**src/rtl/rs_entry_allocator_pkg.sv**
```systemverilog
// -----------------------------------------------------------------------------
// rs_entry_allocator_pkg
// Core-wide reservation-station sizing shared by Dispatch, the entry allocator
// and the Wakeup array.
//   RS_ENTRIES : number of RS entries (power of two, >= 2)
//   rs_idx_t   : type of an RS entry index
//   rs_cnt_t   : type of an occupancy count (0 .. RS_ENTRIES inclusive)
// -----------------------------------------------------------------------------
package rs_entry_allocator_pkg;

    localparam int RS_ENTRIES = 16;

    typedef logic [$clog2(RS_ENTRIES)-1:0]   rs_idx_t;
    typedef logic [$clog2(RS_ENTRIES+1)-1:0] rs_cnt_t;

endpackage

```
**src/rtl/rs_entry_allocator_lsb_prio_enc.sv**
```systemverilog
// -----------------------------------------------------------------------------
// rs_entry_allocator_lsb_prio_enc
// Parameterized lowest-set-bit priority encoder, shared with Wakeup select.
//   req_i   [WIDTH]     : request vector
//   idx_o   [IDX_WIDTH] : index of the lowest set bit of req_i (0 if none)
//   found_o             : at least one bit of req_i is set
// -----------------------------------------------------------------------------
module rs_entry_allocator_lsb_prio_enc #(
    parameter int WIDTH     = 16,
    parameter int IDX_WIDTH = $clog2(WIDTH)
) (
    input  logic [WIDTH-1:0]     req_i,
    output logic [IDX_WIDTH-1:0] idx_o,
    output logic                 found_o
);

    // Scan from the top down so the last hit written is the lowest index.
    always_comb begin
        idx_o = '0;
        for (int i = WIDTH - 1; i >= 0; i--) begin
            if (req_i[i]) begin
                idx_o = IDX_WIDTH'(i);
            end
        end
    end

    assign found_o = |req_i;

endmodule

```
**src/rtl/rs_entry_allocator.sv**
```systemverilog
// -----------------------------------------------------------------------------
// rs_entry_allocator
// Reservation-station entry allocator between Dispatch and the Wakeup array.
// Keeps a busy bitmap, offers the lowest free entry each cycle, reclaims
// entries issued by Wakeup and clears everything on flush.
//
// Ports
//   clk_i           : core clock, all state on the rising edge
//   rst_ni          : asynchronous active-low reset
//   alloc_req_i     : Dispatch claims the offered entry (dispatch_valid)
//   entry_free_o    : an entry is on offer
//   entry_index_o   : lowest-numbered free entry (0 and meaningless when full)
//   rel_valid_i     : Wakeup issued an entry this cycle
//   rel_index_i     : index of the issued entry
//   flush_i         : squash, free all entries
//   occupancy_o     : number of busy entries
//   full_o          : occupancy == RS_ENTRIES
//   empty_o         : occupancy == 0
//   alloc_drop_o    : one-cycle pulse, alloc_req_i arrived with nothing free
//   dbl_free_err_o  : one-cycle pulse, release of an entry that was not busy
//
// Handshake (Wakeup side of WakeupDispatchIF): entry_free_o is the valid of an
// offer carrying entry_index_o; alloc_req_i is the taker. An allocation
// commits at the rising edge where alloc_req_i && entry_free_o. The offer
// depends only on registered state, so it never reacts to alloc_req_i within
// the same cycle; alloc_req_i without an offer is dropped and reported.
// -----------------------------------------------------------------------------
module rs_entry_allocator
    import rs_entry_allocator_pkg::*;
#(
    parameter int RS_ENTRIES_P = RS_ENTRIES,
    parameter int RS_IDX_WIDTH = $clog2(RS_ENTRIES_P),
    parameter int CNT_WIDTH    = $clog2(RS_ENTRIES_P + 1)
) (
    input  logic                    clk_i,
    input  logic                    rst_ni,
    input  logic                    alloc_req_i,
    output logic                    entry_free_o,
    output logic [RS_IDX_WIDTH-1:0] entry_index_o,
    input  logic                    rel_valid_i,
    input  logic [RS_IDX_WIDTH-1:0] rel_index_i,
    input  logic                    flush_i,
    output logic [CNT_WIDTH-1:0]    occupancy_o,
    output logic                    full_o,
    output logic                    empty_o,
    output logic                    alloc_drop_o,
    output logic                    dbl_free_err_o
);

    logic [RS_ENTRIES_P-1:0] busy_q, busy_d;
    logic [CNT_WIDTH-1:0]    occ_q, occ_d;
    logic                    alloc_drop_q, alloc_drop_d;
    logic                    dbl_free_q, dbl_free_d;

    logic alloc_ok;
    logic rel_ok;
    logic rel_hit;

    // Offer: lowest free entry, purely from registered busy state.
    rs_entry_allocator_lsb_prio_enc #(
        .WIDTH     (RS_ENTRIES_P),
        .IDX_WIDTH (RS_IDX_WIDTH)
    ) u_free_enc (
        .req_i   (~busy_q),
        .idx_o   (entry_index_o),
        .found_o (entry_free_o)
    );

    assign rel_hit  = busy_q[rel_index_i];
    // Flush overrides everything, including the error/drop reporting.
    assign alloc_ok = alloc_req_i && entry_free_o && !flush_i;
    assign rel_ok   = rel_valid_i && rel_hit && !flush_i;

    always_comb begin
        busy_d       = busy_q;
        occ_d        = occ_q + CNT_WIDTH'(alloc_ok) - CNT_WIDTH'(rel_ok);
        alloc_drop_d = alloc_req_i && !entry_free_o && !flush_i;
        dbl_free_d   = rel_valid_i && !rel_hit && !flush_i;
        // The offered entry is never busy, so a release can never hit it in
        // the same cycle; the two updates touch different bits.
        if (alloc_ok) begin
            busy_d[entry_index_o] = 1'b1;
        end
        if (rel_ok) begin
            busy_d[rel_index_i] = 1'b0;
        end
        if (flush_i) begin
            busy_d = '0;
            occ_d  = '0;
        end
    end

    always_ff @(posedge clk_i or negedge rst_ni) begin
        if (!rst_ni) begin
            busy_q       <= '0;
            occ_q        <= '0;
            alloc_drop_q <= 1'b0;
            dbl_free_q   <= 1'b0;
        end else begin
            busy_q       <= busy_d;
            occ_q        <= occ_d;
            alloc_drop_q <= alloc_drop_d;
            dbl_free_q   <= dbl_free_d;
        end
    end

    assign occupancy_o    = occ_q;
    assign full_o         = (occ_q == CNT_WIDTH'(RS_ENTRIES_P));
    assign empty_o        = (occ_q == '0);
    assign alloc_drop_o   = alloc_drop_q;
    assign dbl_free_err_o = dbl_free_q;

    // The counter is a cached popcount of the bitmap; they must never diverge.
    a_occ_matches_busy: assert property (
        @(posedge clk_i) disable iff (!rst_ni)
        occ_q == CNT_WIDTH'($countones(busy_q))
    );

    a_occ_in_range: assert property (
        @(posedge clk_i) disable iff (!rst_ni)
        occ_q <= CNT_WIDTH'(RS_ENTRIES_P)
    );

endmodule

```
**config.mk**
```make
export PLATFORM = sky130hd
export DESIGN_NAME = rs_entry_allocator
export DESIGN_NICKNAME = d
export VERILOG_FILES = /design/src/rtl/rs_entry_allocator_pkg.sv /design/src/rtl/rs_entry_allocator_lsb_prio_enc.sv /design/src/rtl/rs_entry_allocator.sv
export SDC_FILE = /design/constraint.sdc
export NUM_CORES = 1
export LEC_CHECK = 0
export ABC_CLOCK_PERIOD_IN_PS = 4040
export CORE_ASPECT_RATIO = 0.8
export CORE_UTILIZATION = 35
export CTS_BUF_LIST = sky130_fd_sc_hd__clkbuf_16
export DETAILED_ROUTE_END_ITERATION = 10
export HOLD_SLACK_MARGIN = 0.02
export PLACE_DENSITY = 0.55
export SLEW_MARGIN = 20
export SYNTH_ARGS = -nofsm -noshare
export SYNTH_HDL_FRONTEND = slang
export SYNTH_SLANG_ARGS = --single-unit
```
**constraint.sdc**
```tcl
create_clock -name clk_i -period 4.04 [get_ports clk_i]
set_input_delay 1.212 -clock clk_i [delete_from_list [all_inputs] [get_ports clk_i]]
set_output_delay 1.212 -clock clk_i [all_outputs]
set_load 0.02 [all_outputs]
```
# --- After elaboration in Yosys (flattened, before gate mapping) ---
# Index checks and enable logic that the tools add are counted.
word_totals:
  regBits: 23
  inputBits: 9
  word_cells: 56
op_classes:
  n_addsub: 2
  n_lt_le_gt_ge: 4
  n_eq_ne: 1
  mux: 26
  bitwise_logic: 4
  reduce_logical: 15
op_table:
  columns: ["cell", "count"]
  rows:
  - ["$mux 4", 16]
  - ["$mux 16", 3]
  - ["$not 16->16", 2]
  - ["$and 16x16->16", 1]
  - ["$or 16x16->16", 1]
  - ["$reduce_or 16->1", 1]
  - ["$logic_and 1x1->1", 10]
  - ["$lt 4x5->1 const B", 2]
  - ["$demux 1 s4", 2]
  - ["$ge 4x1->1 const B", 2]
  - ["$add 5x1->5", 1]
  - ["$eq 5x5->1 const B", 1]
  - ["$logic_not 5->1", 1]
  - ["$mux 5", 1]
  - ["$sub 5x1->5", 1]
  - ["$bmux 1 s4", 1]
  - ["$logic_not 1->1", 3]
  - ["$mux 1", 3]

# --- Depth between registers and ports, before layout ---
logic_depth:
  word_depth: 26
  depth_mapped: 13
  depth_no_buf: 12

# --- Hierarchy ---
# From an unflattened synthesis, not the netlist that was laid out.
unflattened:
  hier_cells: 183
  area_unflattened_um2: 1645.3
by_module_without_submodules:
  columns: ["module", "instances", "cells_per_inst", "area_per_inst_um2", "seq_area_each_um2"]
  rows:
  - ["rs_entry_allocator", 1, 149, 1468.9, 575.6]
  - ["rs_entry_allocator_lsb_prio_enc", 1, 34, 176.4, 0.0]

# --- Worst setup path before layout ---
# No wires, ideal clock.
synth_timing:
  path_type: "input port to flip-flop"
  from: "in rel_index_i[3]"
  to: "reg occ_q[4], in the netlist occupancy_o[4]"
  arrival_ns: 3.978
  required_ns: 3.962
  setup_slack_ns: -0.017
  stages: 12
  cell_sequence: "clkbuf_1 mux4_2 mux4_2 and3b_1 ha_1 inv_1 ha_1 fa_1 a21oi_1 nor2_1 or3_1 a21oi_1"
synth_between:
  elab_chain_len: 6
synth_lines:
  columns: ["item", "line_no", "text"]
  rows:
  - ["from (decl)", "rs_entry_allocator.sv:41", "input logic [RS_IDX_WIDTH-1:0] rel_index_i,"]
  - ["$bmux 1 s4", "rs_entry_allocator.sv:69", "assign rel_hit = busy_q[rel_index_i];"]
  - ["$mux 1 (not written as such)", "rs_entry_allocator.sv:69", null]
  - ["$logic_and 1x1->1 (2 in a row)", "rs_entry_allocator.sv:72", "assign rel_ok = rel_valid_i && rel_hit && !flush_i;"]
  - ["$sub 5x1->5", "rs_entry_allocator.sv:76", "occ_d = occ_q + CNT_WIDTH'(alloc_ok) - CNT_WIDTH'(rel_ok);"]
  - ["$mux 5", "rs_entry_allocator.sv:87", "if (flush_i) begin"]
  - ["via occ_d[4]", "rs_entry_allocator.sv:51", "logic [CNT_WIDTH-1:0] occ_q, occ_d;"]
  - ["to (signal assigned)", "rs_entry_allocator.sv:96", "occ_q <= '0;"]
  - ["to (signal assigned)", "rs_entry_allocator.sv:101", "occ_q <= occ_d;"]
  - ["to (decl)", "rs_entry_allocator.sv:51", null]
# The timed path passes the listed nets, and every way through them passes these cells. The select of a mux whose other input is x is not followed.

# --- Final worst setup path ---
# Same ends and word-level chain as after synthesis.

==> results by group <==
Outcome
  – Run status: completed

Clocking
  – CTS Buffer Depth: 2
  – CTS Sinks: 23
  – CTS H-tree lvls: 1
  – Root Driver: clkbuf_16
  – Reg clk slew, reported paths: roughly 0.060 ns
  – CTS tree: built
  – Clk_lat worst skew: 0.26 ns
  – Num CTS Buffers: 3
  – Hold_buf cts: 0

STA
  – Hold slack: 0.6129 ns
  – Slew of the pin with the lowest slew margin: 0.4004 ns
  – Period utilisation layout: 98.44%
  – Post-route setup TNS: 0 ns
  – Unrepaired setup endpoints after global routing: false
  – Final Hold Fails: 0
  – FMAX: 0.2514 GHz
  – Final critical-path required period: 3.977 ns
  – Slew Limit Fails: 0
  – Clock Skews: 0.001788 ns
  – # setup viols final: 0
  – Worst rel slew slack: ~73%

Power and ir drop
  – PD cells: 315.9 mW/mm²
  – LEAKAGE: just over 0.8 nW
  – Max IR drop VDD: 0.1671 mV

Finish
  – Count of nets after finishing: 224
  – Commonest non-fill, non-tap cells in the layout: 23 x dfrtp_1, 20 x clkdlybuf4s50_1, 18 x nand2_1
  – Antenna diodes: 0
  – Share of layout cells above drive strength 1: ~17%
  – Area grow syn2layout: 28.22%
  – Final instance area: 0.002092 mm²
  – Fin util: 48.25%
  – Commonest non-fill, non-tap cell in the layout: dfrtp_1

Global routing
  – Vias in the first global route: 1,559
  – Initial antenna violation count: 0
  – Global-route wire length before repair: 7955 µm
  – GR Overflow Total: 0
  – Largest net degree at the start of global routing: 25
  – Total Routing Usage GR: 20.77%

Critical path
  – Startpoint Class: input pin
  – Slowest stage delay, CP: 0.49 ns
  – Setup Crit Path Kind: in -> reg
  – Critical Path AT: 4.16 ns
  – Critical Path RT: 4.23 ns
  – Crit-path max FO: 6
  – CP Cell Sequence: dlygate4sd2_1, mux4_2, mux4_2, and3b_1, ha_1, inv_2, ha_4, fa_2, a21oi_2, nor2_1, or3_1, a21oi_2
  – CP endpoint kind: flip-flop
  – Slowest cell on crit path: mux4_2

Floorplan
  – Core area: 0.004335 mm²
  – I/O pin count: 23
  – Die height: about 63 µm
  – Die area: 0.004940 mm²
  – Starting Density: 37.63%
  – Row cnt: 21
  – DIE WIDTH: roughly 78 µm

Route
  – Vias: 1,528
  – Via density: just under 6
  – Wire length per cell: 17.63 µm
  – Routed Antenna Nets: 0
  – Drt pass-1 iters: 5
  – DRT iter0 DRCs: ~150
  – DRC: 0
  – Post-Route WL: about 4700 µm

Yosys
  – Synth unique cells: 46
  – FF+latch count, synth: 23
  – Synth async-reset ratio: 100.0%
  – Post-synth top flop: dfrtp_1
  – Cell count after synthesis: 175
  – Cell Area, Synth: 0.001632 mm²
  – Post-synth EDFFs: 0
  – Yosys warns: 0
  – Sequential area share after synthesis: around a third
  – Post-Syn Nets: 191
  – Syn Area/Cell: between 9 and 10 µm²

Worst hold path
  – Hold Crit Class: reg -> reg

Flow run
  – Number of max-cap violations: 0

Place
  – GP Congestion: 0.9066
  – Final HPWL DP: between 3000 and 4000 µm
  – DP Area: around 0.0020 mm²
  – PortBufs: 22
[routing by layer]
layer / routed length (µm) / up-vias / global-route usage (%)
met3: 394 / 6 / 5.362
met4: 42 / 0 / 5.556
met1: 2122 / 728 / 28.53
li1: - / 725 / -
met5: 0 / - / 0
met2: 2093 / 69 / 32.35
[synthesized netlist by cell type (2+ instances only)]
cell type	number	share of area (%)
nand3_1	5	1.5
mux4_2	5	6.9
a311oi_1	3	1.6
o2111ai_1	4	2.1
a41oi_1	3	1.6
a21oi_1	8	2.5
a221oi_1	4	2.1
a31o_2	2	1.1
and3b_1	2	1.1
ha_1	6	4.6
inv_1	11	2.5
nor2b_1	9	3.5
xnor2_1	2	1.1
and2_1	3	1.2
nand4_1	4	1.5
o21a_1	2	0.92
o211ai_1	2	0.92
and4_1	3	1.6
and4b_1	2	1.2
nand2_1	18	4.1
dfrtp_1	23	35
nor2_1	12	2.8
clkbuf_1	5	1.2
buf_2	4	1.2
a31oi_1	4	1.5
a211oi_1	5	2.3
o31ai_1	2	0.92
o21ai_0	4	1.2
[cells by family after synthesis]
kind of cell | Yosys count | synth area share, %
xor gates and xnor gates | 3 | 1.611
muxes | 5 | 6.902
AOI/OAI and AO/OA | 49 | 22.09
buffers and inverters | 22 | 5.828
and+or+nand+nor | 66 | 22.47
DFF | 23 | 35.28
adders and majority gates | 7 | 5.828
[power breakdown]
group          switching [mW]  leakage [nW]  internal [mW]
sequential             0.0158         0.316          0.242
combinational          0.0968         0.466         0.0934
clock                  0.0805        0.0423          0.132
total                   0.193         0.823          0.468
[critical path: cells and delay by family]
kind	cells	cell delay, ns
muxes	2	0.85
adders and majority gates	3	0.80
buffers and inverters	2	0.42
and+or+nand+nor	3	0.61
AOI/OAI and AO/OA	2	0.27
[path summary, 6_finish.rpt]
path | start | endpoint | slack, ns | cells after the start
max in group asynchronous | rst_ni | busy_q[5]$_DFF_PN0_ | 2.49 | 2
max reg2reg | busy_q[0]$_DFF_PN0_ | occupancy_o[4]$_DFF_PN0_ | 0.75 | 11
min in group asynchronous | rst_ni | occupancy_o[0]$_DFF_PN0_ | 1.31 | 2
min | busy_q[15]$_DFF_PN0_ | busy_q[15]$_DFF_PN0_ | 0.61 | 2
max | rel_index_i[3] | occupancy_o[4]$_DFF_PN0_ | 0.06 | 12
min reg2reg | busy_q[15]$_DFF_PN0_ | busy_q[15]$_DFF_PN0_ | 0.61 | 2
[cell type report]
| class | count | area, µm² |
|---|---|---|
| timing repair buffer | 38 | 337.8 |
| clock buffer | 3 | 75.07 |
| multi-input combinational | 130 | 983.4 |
| fill | 412 | 2243 |
| tap | 57 | 71.32 |
| sequential | 23 | 575.6 |
| clock inverter | 1 | 3.754 |
| inverter | 12 | 45.04 |
[what timing repair did]
action / CTS / global route
resized for setup: 10 / 1
setup endpoints to repair: 2 / 1
buffers inserted: 1 / 1
pin swaps: 6 / 1
[per-stage QoR]
| stage | power, mW | worst slack (ns) | cells |
|---|---|---|---|
| finish | 0.6609 | 0.06282 | 264 |
| global route | 0.6952 | 0.008943 | 264 |
| CTS | 0.6583 | 0.06112 | 263 |
| detailed placement | 0.4439 | -0.6310 | 258 |
| global placement | 0.4395 | -0.5461 | 258 |
| floorplan | 0.3620 | 0.03318 | 175 |
[registers in the layout (all words and copies together) (netlist names)]
name,cells
dbl_free_err_o,1
alloc_drop_o,1
occupancy_o,5
busy_q,16
Power figures use the tool's default switching activity.
